`src/rtl/fp32_to_int_converter_pkg.sv`:
```
// rtl/fp32_to_int_converter_pkg.sv - FCvt stage-1 payload type, round-mode encodings, saturation constants
package fp32_to_int_converter_pkg;

  localparam logic [2:0] RM_RNE = 3'd0;
  localparam logic [2:0] RM_RTZ = 3'd1;
  localparam logic [2:0] RM_RDN = 3'd2;
  localparam logic [2:0] RM_RUP = 3'd3;
  localparam logic [2:0] RM_RMM = 3'd4;

  localparam logic [31:0] FCVT_INT_MAX  = 32'h7FFFFFFF;
  localparam logic [31:0] FCVT_INT_MIN  = 32'h80000000;
  localparam logic [31:0] FCVT_UINT_MAX = 32'hFFFFFFFF;

  typedef struct packed {
    logic        sign;
    logic [9:0]  v_expo;      // unbiased exponent, two's complement
    logic [23:0] mant;        // hidden bit included, 0 for subnormals
    logic        is_nan;
    logic        is_inf;
    logic        is_zero;
    logic        is_unsigned;
    logic [2:0]  round_mode;
  } FCvtStage1RegPath;

  // Split an FP32 word into the fields stage 2 needs
  function automatic FCvtStage1RegPath fcvt_unpack(input logic [31:0] op,
                                                   input logic        uns,
                                                   input logic [2:0]  rm);
    FCvtStage1RegPath p;
    logic [7:0]  expo;
    logic [22:0] frac;
    expo          = op[30:23];
    frac          = op[22:0];
    p.sign        = op[31];
    p.v_expo      = {2'b00, expo} - 10'd127;
    p.mant        = {(expo != 8'd0), frac};
    p.is_nan      = (expo == 8'hFF) && (frac != 23'd0);
    p.is_inf      = (expo == 8'hFF) && (frac == 23'd0);
    p.is_zero     = (expo == 8'd0) && (frac == 23'd0);
    p.is_unsigned = uns;
    p.round_mode  = rm;
    return p;
  endfunction

endpackage

```
`src/rtl/fcvt_round_saturate.sv`:
```
// rtl/fcvt_round_saturate.sv - stage-2 shift/round/range-check/saturate; fflags port only with FP_CVT_FFLAGS_EN
module fcvt_round_saturate
  import fp32_to_int_converter_pkg::*;
(
  input  FCvtStage1RegPath s1,
  output logic [31:0]      result
`ifdef FP_CVT_FFLAGS_EN
  ,
  output logic [4:0]       fflags
`endif
);

  logic signed [9:0] e;
  logic signed [9:0] sh_full;
  logic              big;
  logic              tiny;
  logic [5:0]        sh;
  logic [63:0]       wide;
  logic [31:0]       int_part;
  logic              guard;
  logic              sticky;
  logic              inc;
  logic [32:0]       mag;
  logic              in_range;
  logic              invalid;

  // Align mantissa into a 32.32 fixed-point word; exponents past 31 clamp the shift
  always_comb begin
    e       = signed'(s1.v_expo);
    sh_full = e + 10'sd9;
    big     = (e > 10'sd31);
    tiny    = (e < -10'sd9);
    sh      = big ? 6'd40 : (tiny ? 6'd0 : sh_full[5:0]);
    wide    = {40'd0, s1.mant} << sh;
    if (tiny) begin
      int_part = 32'd0;
      guard    = 1'b0;
      sticky   = |s1.mant;
    end else begin
      int_part = wide[63:32];
      guard    = wide[31];
      sticky   = |wide[30:0];
    end
  end

  // Rounding increment; encodings 5-7 fall through to round-to-nearest-even
  always_comb begin
    case (s1.round_mode)
      RM_RTZ:  inc = 1'b0;
      RM_RDN:  inc = s1.sign & (guard | sticky);
      RM_RUP:  inc = ~s1.sign & (guard | sticky);
      RM_RMM:  inc = guard;
      default: inc = guard & (sticky | int_part[0]);
    endcase
    mag = {1'b0, int_part} + {32'd0, inc};
  end

  // Range check on the rounded value, then saturate or sign-apply
  always_comb begin
    if (big) begin
      in_range = 1'b0;
    end else if (s1.is_unsigned) begin
      in_range = s1.sign ? (mag == 33'd0) : ~mag[32];
    end else begin
      in_range = s1.sign ? (mag <= 33'h080000000) : (mag <= 33'h07FFFFFFF);
    end
    invalid = s1.is_nan | s1.is_inf | ~in_range;

    if (s1.is_zero) begin
      result = 32'd0;
    end else if (s1.is_nan) begin
      result = s1.is_unsigned ? FCVT_UINT_MAX : FCVT_INT_MAX;
    end else if (invalid) begin
      if (s1.sign) result = s1.is_unsigned ? 32'd0 : FCVT_INT_MIN;
      else         result = s1.is_unsigned ? FCVT_UINT_MAX : FCVT_INT_MAX;
    end else begin
      result = s1.sign ? (~mag[31:0] + 32'd1) : mag[31:0];
    end
  end

`ifdef FP_CVT_FFLAGS_EN
  // NV on invalid/saturation, otherwise NX from discarded bits; zeros have no discarded bits
  always_comb begin
    fflags = {invalid, 3'b000, ~invalid & (guard | sticky)};
  end
`endif

endmodule

```
`src/rtl/fp32_to_int_converter.sv`:
```
// rtl/fp32_to_int_converter.sv - two-stage FP32->int32/uint32 converter; FP_CVT_FFLAGS_EN enables fflags
module fp32_to_int_converter
  import fp32_to_int_converter_pkg::*;
#(
  parameter int LATENCY = 2
) (
  input  logic        clk,
  input  logic        rst,
  input  logic        stall,
  input  logic        flush,
  input  logic        in_valid,
  input  logic [31:0] lhs,
  input  logic        is_unsigned,
  input  logic [2:0]  round_mode,
  output logic        out_valid,
  output logic [31:0] result,
  output logic [4:0]  fflags
);

  if (LATENCY != 2) begin : g_bad_latency
    $error("fp32_to_int_converter: LATENCY must be 2");
  end

  FCvtStage1RegPath s1;
  logic             s1_valid;
  logic [31:0]      s2_result;

  // Stage 1: unpack and classify; flush beats stall, stall beats capture
  always_ff @(posedge clk or posedge rst) begin
    if (rst) begin
      s1_valid <= 1'b0;
      s1       <= '0;
    end else if (flush) begin
      s1_valid <= 1'b0;
    end else if (!stall) begin
      s1_valid <= in_valid;
      s1       <= fcvt_unpack(lhs, is_unsigned, round_mode);
    end
  end

`ifdef FP_CVT_FFLAGS_EN
  logic [4:0] s2_fflags;

  fcvt_round_saturate u_round_saturate (
    .s1     (s1),
    .result (s2_result),
    .fflags (s2_fflags)
  );

  // Output flag register
  always_ff @(posedge clk or posedge rst) begin
    if (rst)         fflags <= 5'd0;
    else if (!flush && !stall) fflags <= s2_fflags;
  end
`else
  fcvt_round_saturate u_round_saturate (
    .s1     (s1),
    .result (s2_result)
  );

  assign fflags = 5'd0;
`endif

  // Output stage: result register and its valid
  always_ff @(posedge clk or posedge rst) begin
    if (rst) begin
      out_valid <= 1'b0;
      result    <= 32'd0;
    end else if (flush) begin
      out_valid <= 1'b0;
    end else if (!stall) begin
      out_valid <= s1_valid;
      result    <= s2_result;
    end
  end

endmodule
```
`config.mk`:
```
export PLATFORM = sky130hd
export DESIGN_NAME = fp32_to_int_converter
export DESIGN_NICKNAME = d
export VERILOG_FILES = /design/src/rtl/fp32_to_int_converter_pkg.sv /design/src/rtl/fcvt_round_saturate.sv /design/src/rtl/fp32_to_int_converter.sv
export SDC_FILE = /design/constraint.sdc
export NUM_CORES = 1
export LEC_CHECK = 0
export BUFFER_PORTS_ARGS = -buffer_cell sky130_fd_sc_hd__buf_2
export CAP_MARGIN = 20
export CORE_MARGIN = 4
export CORE_UTILIZATION = 50
export DETAILED_ROUTE_END_ITERATION = 6
export PLACE_DENSITY = 0.72
export SLEW_MARGIN = 5
export SYNTH_ARGS = -nofsm -noshare
export SYNTH_HDL_FRONTEND = slang
export SYNTH_SLANG_ARGS = --single-unit
export TNS_END_PERCENT = 10
```
`constraint.sdc`:
```
create_clock -name clk -period 11.8 [get_ports clk]
set_input_delay 0 -clock clk [delete_from_list [all_inputs] [get_ports clk]]
set_output_delay 0 -clock clk [all_outputs]
set_load 0.05 [all_outputs]
```
# ---- Word-level counts from Yosys, hierarchy flattened
# Cells that the tools add are included.
dict set report op_classes {
  eq_ne 6
  n_reduce_logical 11
  bitwise 13
  addsub 4
  mux 21
  n_lt_le_gt_ge 4
  shift 1
}
# op count
set ops {}
lappend ops {{32-bit 2-to-1 mux} 8}
lappend ops {{24-bit by 6-bit left shift with 64-bit output} 1}
lappend ops {{32-bit by 1-bit adder with 33-bit output} 1}
lappend ops {{33-bit by 31-bit <= comparator with 1-bit output, second input constant} 1}
lappend ops {{33-bit by 32-bit <= comparator with 1-bit output, second input constant} 1}
lappend ops {{33-bit zero test} 1}
lappend ops {{32-bit by 1-bit adder with 32-bit output, second input constant} 1}
lappend ops {{32-bit inverter} 1}
lappend ops {{31-bit OR reduction} 1}
lappend ops {{24-bit OR reduction} 1}
lappend ops {{23-bit zero test} 1}
lappend ops {{23-bit nonzero test} 1}
lappend ops {{6-bit 2-to-1 mux} 2}
lappend ops {{1-bit 2-to-1 mux} 10}
lappend ops {{9-bit by 6-bit greater-than comparator with 1-bit output, second input constant} 1}
lappend ops {{9-bit by 5-bit < comparator with 1-bit output, second input constant} 1}
lappend ops {{8-bit by 7-bit subtractor with 9-bit output, second input constant} 1}
lappend ops {{8-bit equality test, second input constant} 1}
lappend ops {{8-bit zero test} 1}
lappend ops {{8-bit nonzero test} 1}
lappend ops {{6-bit by 5-bit adder with 6-bit output, second input constant} 1}
lappend ops {{3-bit by 2-bit equality test with 1-bit output, second input constant} 2}
lappend ops {{1-bit inverter} 5}
lappend ops {{1-bit bitwise OR} 4}
lappend ops {{7 further kinds} 11}
dict set report totals {
  regBits 75
  output_inout_bits 38
  in_bits 41
  wordCells 71
}

# ---- Longest topological paths before layout
# Gate-level depths: netlist (run 1).
dict set report depth {
  ltp_word 19
  mapped_depth 32
  depth_no_buf 28
}

# ---- By module
# Synthesis (run 1) repeated with hierarchy kept, for this count alone.
dict set report unflattened {
  hier_cells 1168
  hier_area_um2 8662.1
}
# module cells_per_inst area_each_um2 n_inst seq_area_each_um2
set modules_own_cells {}
lappend modules_own_cells {fcvt_round_saturate 826 5610.4 1 0.0}
lappend modules_own_cells {fp32_to_int_converter 342 3051.7 1 1876.8}

# ---- Worst setup path after synthesis (run 1)
# No wires, ideal clock.
dict set report synth_timing {
  kind {reg-to-reg}
  startpoint {reg s1[32] (netlist name)}
  endpoint {reg result[10]}
  n_path_buf 2
  setup_time_ns 0.067
  required_time_ns 11.733
  setup_slack_ns 4.675
  path_stages_with_launch 29
  arrival_ns 7.057
  synth_period_minus_slack_ns 7.125
  path_cell_list {dfrtp_1 ha_1 and3b_1 buf_2 a2111oi_4 o221ai_1 and3_1 a221o_1 mux2_2 o21ai_0 or3_1 o41ai_1 o211ai_1 nor2_1 or3_1 a22oi_1 ha_1 ha_1 o211a_1 o21ai_0 nor4b_1 a21boi_0 o211ai_1 nor4_4 nand3_2 maj3_2 o41ai_4 buf_6 a22o_1}
}
dict set report synth_between {
  elab_chain_cells 19
  word_cells_on_any_way 33
  cone_classes {add/sub: 3; order compare: 4; shift: 1; mux: 14; bitwise: 9; reduce/logical: 2}
}
# element line
set synth_lines {}
lappend synth_lines {{9-bit by 5-bit < comparator with 1-bit output / 6-bit by 5-bit adder with 6-bit output (equally long branches)} {fcvt_round_saturate.sv:32, fcvt_round_saturate.sv:30}}
lappend synth_lines {{6-bit 2-to-1 mux (2 in a row)} fcvt_round_saturate.sv:33} ;# sh = big ? 6'd40 : (tiny ? 6'd0 : sh_full[5:0]);
lappend synth_lines {{24-bit by 6-bit left shift with 64-bit output} fcvt_round_saturate.sv:34} ;# wide = {40'd0, s1.mant} << sh;
lappend synth_lines {{31-bit OR reduction} fcvt_round_saturate.sv:42} ;# sticky = |wide[30:0];
lappend synth_lines {{1-bit 2-to-1 mux} fcvt_round_saturate.sv:35} ;# if (tiny) begin
lappend synth_lines {{1-bit bitwise OR (on tied branches)} {fcvt_round_saturate.sv:53, fcvt_round_saturate.sv:50, fcvt_round_saturate.sv:51}}
lappend synth_lines {{1-bit bitwise AND (on tied branches)} {fcvt_round_saturate.sv:53, fcvt_round_saturate.sv:50, fcvt_round_saturate.sv:51}}
lappend synth_lines {{1-bit case mux with 4 select lines} fcvt_round_saturate.sv:48} ;# case (s1.round_mode)
lappend synth_lines {{[2 not listed]} --}
lappend synth_lines {{1-bit 2-to-1 mux (on tied branches)} {fcvt_round_saturate.sv:65, fcvt_round_saturate.sv:63}}
lappend synth_lines {{1-bit 2-to-1 mux} fcvt_round_saturate.sv:62} ;# end else if (s1.is_unsigned) begin
lappend synth_lines {{1-bit 2-to-1 mux} fcvt_round_saturate.sv:60} ;# if (big) begin
lappend synth_lines {{1-bit inverter} fcvt_round_saturate.sv:67} ;# invalid = s1.is_nan | s1.is_inf | ~in_range;
lappend synth_lines {{1-bit bitwise OR} fcvt_round_saturate.sv:67}
lappend synth_lines {{32-bit 2-to-1 mux *} fcvt_round_saturate.sv:73} ;# end else if (invalid) begin
lappend synth_lines {{32-bit 2-to-1 mux *} fcvt_round_saturate.sv:71} ;# end else if (s1.is_nan) begin
lappend synth_lines {{32-bit 2-to-1 mux *} fcvt_round_saturate.sv:69} ;# if (s1.is_zero) begin
lappend synth_lines {{end signal: assignment} fp32_to_int_converter.sv:73} ;# result <= s2_result;
lappend synth_lines {{end: declaration} fp32_to_int_converter.sv:16} ;# output logic [31:0] result,
# Mark *: on every way between the ends. The rest lies on a longest branch, timed or not.
# A chain may end at the register's enable or synchronous reset.

# ---- Worst setup path after layout (run 1)
dict set report layout_timing {
  startpoint {reg s1[31] (netlist name)}
  endpoint {reg result[9]}
}
dict set report layout_between {
  elab_chain_cells 19
  word_cells_on_any_way 33
  cone_classes {add/sub: 3; order compare: 4; shift: 1; mux: 14; bitwise: 9; reduce/logical: 2}
}
# element line
set layout_lines {}
lappend layout_lines {{9-bit by 5-bit < comparator with 1-bit output / 6-bit by 5-bit adder with 6-bit output (equally long branches)} {fcvt_round_saturate.sv:32, fcvt_round_saturate.sv:30}}
lappend layout_lines {{6-bit 2-to-1 mux (2 in a row)} fcvt_round_saturate.sv:33}
lappend layout_lines {{24-bit by 6-bit left shift with 64-bit output} fcvt_round_saturate.sv:34}
lappend layout_lines {{31-bit OR reduction} fcvt_round_saturate.sv:42}
lappend layout_lines {{1-bit 2-to-1 mux} fcvt_round_saturate.sv:35}
lappend layout_lines {{1-bit bitwise OR (on tied branches)} {fcvt_round_saturate.sv:53, fcvt_round_saturate.sv:50, fcvt_round_saturate.sv:51}}
lappend layout_lines {{1-bit bitwise AND (on tied branches)} {fcvt_round_saturate.sv:53, fcvt_round_saturate.sv:50, fcvt_round_saturate.sv:51}}
lappend layout_lines {{1-bit case mux with 4 select lines} fcvt_round_saturate.sv:48}
lappend layout_lines {{[2 not listed]} --}
lappend layout_lines {{1-bit 2-to-1 mux (on tied branches)} {fcvt_round_saturate.sv:65, fcvt_round_saturate.sv:63}}
lappend layout_lines {{1-bit 2-to-1 mux} fcvt_round_saturate.sv:62}
lappend layout_lines {{1-bit 2-to-1 mux} fcvt_round_saturate.sv:60}
lappend layout_lines {{1-bit inverter} fcvt_round_saturate.sv:67}
lappend layout_lines {{1-bit bitwise OR} fcvt_round_saturate.sv:67}
lappend layout_lines {{32-bit 2-to-1 mux *} fcvt_round_saturate.sv:73}
lappend layout_lines {{32-bit 2-to-1 mux *} fcvt_round_saturate.sv:71}
lappend layout_lines {{32-bit 2-to-1 mux *} fcvt_round_saturate.sv:69}
# Marks and branches as above.

==> results.md, run 1 <==
- GR Overflow Total: 0
- Reg2Reg Depth: 27
- Setup Skew: 0.0166 ns
- Met1 Use GR: 47.2%
- Die height: 138 µm
- Met3 usage: 8.00%
- CTS Buf Count: 9
- Critical Path RT: 12.09 ns
- # clock sinks: 75
- IO Port Bufs: 73
- Routed Antenna Nets: 0
- Fmax: 0.108 GHz
- Remaining design rule violation count: 0
- CTS tree: done
- Root buffer cell: clkbuf_16
- Mean routed wirelength per cell: 22.6 µm
- Syn Area/Cell: 7.49 µm²
- Pre-CTS setup slack: 2.89 ns
- Via-to-Cell Ratio: 6.88
- Fin crit share: 78.6%
- First-pass GRT wire length: 50200 µm
- Crit Path Class: flip-flop to flip-flop
- Std-Cell Core Area: 0.0165 mm²
- Worst setup EP type: flip-flop
- RSZ-0062 raised after global routing: false
- Crit-path max FO: 43
- Area delta synth->final: 13.0%
- Initial antenna violation count: 1
- Number of synthesized flops with an enable pin: 0
- Setup TNS: 0 ns
- Number of max-cap violations: 0
- Status: finished clean
- Slew margin rel.: 27.2%
- Dpl cells: 1351
- Initial Utilization: 50.8%
- Ant diodes: 0
- Clock Latency Late Sink: 0.36 ns
- Iteration-0 DRC Markers: 1333
- CP arrival: 9.56 ns
- Register area share after synthesis: 22.4%
- Fin Hold WS: 0.0184 ns
- Die width: 138 µm
- Power after layout: 1.73 mW
- PnR worst setup slack: 2.53 ns
- Post-synth top flop: dfrtp_1
- Finish-stage setup viols: 0
- Htree depth: 3
- CP startpoint kind: flip-flop
- First-pass detailed-route iteration total: 6
- GRT Resource Usage Total: 34.0%
- Layout cell share with drive strength beyond 1: 14.4%
- Nets: 1229
- Final wirelength: 31800 µm
- Yosys warnings: 0
- Hold/Removal Path Class: input port to flip-flop
- Mapped Cells: 1120
- Clock buffer depth: 2
- Register bit count reported by yosys: 75
- Via count: 9669
- Clk pin slew, worst setup/hold paths: 0.07 ns
- Post-Place Cell Area: 0.00878 mm²
- Power Density: 182 mW/mm²
- Pleak: 3.82 nW
- Dpl hpwl: 23600 µm
- Worst hold path cell count: 3
- Largest net degree at the start of global routing: 81
- Max IR drop VDD: 86.8 µV
- Top Ports: 79
- Netlist Area Pre-Place: 0.00839 mm²
- Std-Cell Rows: 47
- Fin util: 57.4%
- Synth unique cells: 96
- Final hold vios: 0
- Slew @ Worst Pin: 1.06 ns
- Vias in the first global route: 8894
- M2 GR Usage: 49.9%
- Placer Congestion: 1.11
- Fin crit period: 9.27 ns
- Slew Viols, Final: 0
- Post-synth ARST share: 100%
- Non-Filler Instances: 1406
- Most Used Layer, Global Route: met2
- Final Cell Area: 0.00949 mm²
- Die area: 0.0189 mm²
## path summary, 6_finish.rpt
kind,slack [ns],from,endpoint
setup / recovery,2.53,s1[31]$_DFFE_PP0P_,result[9]$_DFFE_PP0P_
hold / removal,0.02,lhs[25],s1[33]$_DFFE_PP0P_
setup reg to reg,2.53,s1[31]$_DFFE_PP0P_,result[9]$_DFFE_PP0P_
hold reg to reg,0.50,result[12]$_DFFE_PP0P_,result[12]$_DFFE_PP0P_
max in group asynchronous,10.72,rst,s1[20]$_DFFE_PP0P_
min in group asynchronous,0.48,rst,s1_valid$_DFFE_PP0P_
## flip-flops by register name, indices dropped and copies added, names as in the netlist
register and count:
s1 41, out_valid 1, s1_valid 1, result 32
## metal layers
layer  wire length (µm)  vias to the layer above
met5                  0                        -
met4               1620                        0
met3               3570                      136
met2              13500                      655
met1              13100                     4542
li1                   -                     4336
## placed cells by master (no fill, tap or decap), drive strengths merged, types with 28 or more instances in the layout
master,synthesis,layout
nand2,202,202
a22o,28,28
nor2,85,85
xnor2,43,43
dlygate4sd3,0,36
dfrtp,75,75
buf,35,90
a21oi,60,60
nand3,49,49
o21ai,73,73
## where the power goes
part | switching (mW) | leakage [nW] | internal, mW | total, mW
Combinational | 0.709 | 2.74 | 0.332 | 1.04
Sequential | 0.0581 | 0.923 | 0.311 | 0.369
Clock | 0.129 | 0.159 | 0.189 | 0.318
Total | 0.896 | 3.82 | 0.832 | 1.73
## cells in the mapped netlist (all sizes together) (8+ instances only)
cell type  number  area [µm²]
nand2         202         763
nor2           85         329
dfrtp          75        1880
o21ai          73         365
a21oi          60         312
nand3          49         255
clkbuf         47         176
xnor2          43         377
buf            35         224
a22o           28         245
o211ai         27         208
nor3           24         131
mux2i          21         210
nor4           19         134
a211oi         18         160
and3           18         113
inv            17        63.8
a31oi          16         106
nand4          16         100
xor2           16         140
and4           11        96.3
o22ai          10        62.6
o31ai          10        75.1
or3            10        62.6
a22oi           9        67.6
nand2b          9        56.3
a21o            8        60.1
mux2            8        90.1
or2             8        50.1
## critical path, cell delays in order, from the launching register on
cell       delay, ns
dfrtp_1         0.35
buf_4           0.42
and3_1          0.55
a211o_1         0.66
a21oi_1         0.24
a2111oi_0       1.00
or2_2           0.28
o21ai_0         0.11
a21oi_1         0.45
nand4_1         0.13
o41ai_1         0.60
o211ai_1        0.21
a21oi_1         0.16
or3_1           0.11
a22oi_1         0.06
ha_1            0.22
ha_1            0.24
o211a_1         0.23
o2111ai_1       0.19
xnor2_1         0.16
a211oi_1        0.51
o211ai_1        0.35
nor4_4          0.67
nand3_2         0.16
maj3_2          0.36
o41ai_4         0.28
buf_4           0.32
a22o_1          0.17
## final cells by class
class	instances	area, µm²
Fill cell	1557	7040
Multi-Input combinational cell	950	6080
Sequential cell	75	1880
Timing Repair Buffer	128	861
Tap cell	220	275
Clock buffer	9	225
Clock inverter	7	105
Inverter	17	63.8
## repair_timing
item	4_1_cts	5_1_grt
hold endpoints to repair	112	0
gates resized for setup	0	0
hold buffers	36	0
setup buffers	0	0
endpoints found under the setup margin	0	0
## cell families after synthesis
logic type | after synthesis | synth area share (%)
AO/OA/AOI/OAI | 357 | 31.3
XOR/XNOR | 59 | 6.16
adder cells (fa/ha/maj) | 8 | 1.18
buffers and inverters | 99 | 5.53
flip-flops | 75 | 22.4
multiplexers | 34 | 4.92
other | 1 | 0.0447
AND/OR/NAND/NOR | 487 | 28.5
Power figures use the tool's default switching activity.
==> run 2: changes to the inputs <==
- PLACE_DENSITY: 0.72 -> 0.75
- clock period: 11.8 -> 8.33 ns (I/O delays scaled with it)
==> results.md, run 2 (synthesis gave the netlist of run 1 again) <==
- Net switching power: 1.35 mW
- Biggest register: s1
- Reg2reg end: result[18]$_DFFE_PP0P_
- Area delta synth->final: 18.1%
- Clk pin slew, worst setup/hold paths: 0.06 ns
- Multi-input logic area: 0.00614 mm²
- Fin crit share: 96.1%
- Critical Path RT: 8.62 ns
- Ant diodes: 0
- First-pass detailed-route iteration total: 7
- Crit path to: result[18]$_DFFE_PP0P_
- Max reg flops: 41
- GRT Resource Usage Total: 37.9%
- Flop pwr share: 21.0%
- Fill count: 1490
- Status: complete, but fails checks
- Pre-CTS setup slack: 0.156 ns
- Worst setup EP type: flip-flop
- Crit-path max FO: 24
- Mean routed wirelength per cell: 24.5 µm
- Biggest regs: s1 (41), result (32)
- Hold/Removal Path Class: input port to flip-flop
- # clock sinks: 75
- M2 GR Usage: 52.6%
- CP arrival: 8.30 ns
- Max IR drop VDD: 198 µV
- Die area: 0.0189 mm²
- Final hold vios: 0
- Slew Viols, Final: 0
- PnR worst setup slack: 0.323 ns
- Clock Latency Late Sink: 0.36 ns
- CP most frequent cell: buf_4
- Crit Path Class: flip-flop to flip-flop
- Initial antenna violation count: 1
- Final wirelength: 35700 µm
- Iteration-0 DRC Markers: 1557
- Htree depth: 3
- Power Density: 255 mW/mm²
- IO Port Bufs: 73
- Slew margin rel.: 26.5%
- Worst setup path start: s1[31]$_DFFE_PP0P_
- Crit-path max cell delay: 0.59 ns
- Pleak: 4.07 nW
- FF-to-FF setup slack: 0.32 ns
- Most frequent cells in the layout: nand2_1 (200), nor2_1 (82), dfrtp_1 (74)
- Register area: 0.00188 mm²
- Nets: 1279
- CTS tree: done
- Initial Utilization: 50.8%
- Std-Cell Rows: 47
- Highest-delay cell along the critical path: a21oi_1
- Number of max-cap violations: 0
- Std-Cell Core Area: 0.0165 mm²
- Layout cell share with drive strength beyond 1: 18.8%
- Slew @ Worst Pin: 1.10 ns
- Largest net degree at the start of global routing: 81
- CTS Buf Count: 9
- Die width: 138 µm
- Via-to-Cell Ratio: 6.84
- CP startpoint kind: flip-flop
- Dpl hpwl: 27100 µm
- Clk pwr share: 15.6%
- Worst flop-to-flop path startpoint: s1[31]$_DFFE_PP0P_
- First-pass GRT wire length: 54800 µm
- Routed Antenna Nets: 0
- Met1 Use GR: 52.7%
- Net Sw Frac: 53.3%
- Via count: 9955
- RSZ-0062 raised after global routing: false
- Most common cell after layout, fill and taps aside: nand2_1
- Fmax: 0.125 GHz
- Clock buffer depth: 2
- Remaining design rule violation count: 7
- GR Overflow Total: 0
- Root buffer cell: clkbuf_16
- Setup Skew: 0.0123 ns
- Vias in the first global route: 9252
- Most Used Layer, Global Route: met1
- Internal power: 1.18 mW
- Combinational group share of total power: 63.4%
- Met3 usage: 14.2%
- Failing checks: design-rule violations
- Placer Congestion: 1.07
- Die height: 138 µm
- Finish-stage setup viols: 0
- Reg2Reg Depth: 30
- Setup TNS: 0 ns
- Top Ports: 79
- Fin crit period: 8.01 ns
==> run 2: changes by cell type in the layout (fill, tap and decap cells not counted), moves of 2 or more <==
cell       before  now
clkbuf_2        2    0
a211oi_2        0    2
a211oi_1       16   14
buf_4          16   66
bufinv_16       2    0
clkinv_4        0    2
==> run 2: area by class of cell <==
type                            count  share of cell area [%]
Timing Repair Buffer              178                    12.7
Clock buffer                        9                    2.27
Inverter                           17                   0.644
Sequential cell                    75                    18.9
Clock inverter                      7                   0.707
Multi-Input combinational cell    950                    61.9
Tap cell                          220                    2.78
==> run 2: how the worst min path moves through the flow <==
stage | from | to | slack, ns | cells past startpoint
3_5_place_dp | round_mode[2] | s1[2]$_DFFE_PP0P_ | 0.19 | 3
2_1_floorplan | flush | out_valid$_DFFE_PP0P_ | 0.07 | 1
5_1_grt | lhs[25] | s1[33]$_DFFE_PP0P_ | 0.04 | 3
4_1_cts | lhs[25] | s1[33]$_DFFE_PP0P_ | 0.004 | 3
6_report | lhs[25] | s1[33]$_DFFE_PP0P_ | 0.003 | 3
3_3_place_gp | round_mode[2] | s1[2]$_DFFE_PP0P_ | 0.19 | 3
==> run 2: metrics by stage <==
step | cells | hold slack, ns | area, µm² | power, mW | util (%)
after floorplan | 1124 | 0.0664 | 8410 | 1.57 | -
after global placement | 1400 | 0.190 | 9160 | 2.05 | 55.4
after detailed placement | 1400 | 0.193 | 9160 | 2.04 | 55.4
after CTS | 1453 | 0.00361 | 9830 | 2.45 | 59.5
after global routing | 1456 | 0.0412 | 9920 | 2.64 | 60.0
final | 1456 | 0.00267 | 9920 | 2.53 | 60.0
==> run 2: repair_timing <==
action	4_1_cts	5_1_grt
hold buffers	37	0
gates resized for setup	0	16
endpoints found under the setup margin	0	32
endpoints found under the hold margin	112	0
setup buffers	0	3
==> run 2: power by group through the flow <==
stage | logic, mW | registers [mW] | clock network [mW]
final | 1.60 | 0.531 | 0.394
after global routing | 1.69 | 0.540 | 0.414
after CTS | 1.53 | 0.525 | 0.398
after detailed placement | 1.51 | 0.532 | 0
after global placement | 1.52 | 0.530 | 0
after floorplan | 0.887 | 0.686 | 0
==> run 2: layer usage <==
layer / wire length (µm) / part of all wire [%]
met4: 1660 / 4.6
met1: 14500 / 41
met2: 14700 / 41
met5: 8 / 0.022
met3: 4740 / 13
==> run 2: worst max-delay path: cells and delay by family (launching register included) <==
kind / cells / cell delay (ns)
buffers and inverters: 5 / 0.88
and+or+nand+nor: 8 / 1.82
adders and majority gates: 4 / 1.22
DFF: 1 / 0.47
AOI/OAI and AO/OA: 13 / 3.51
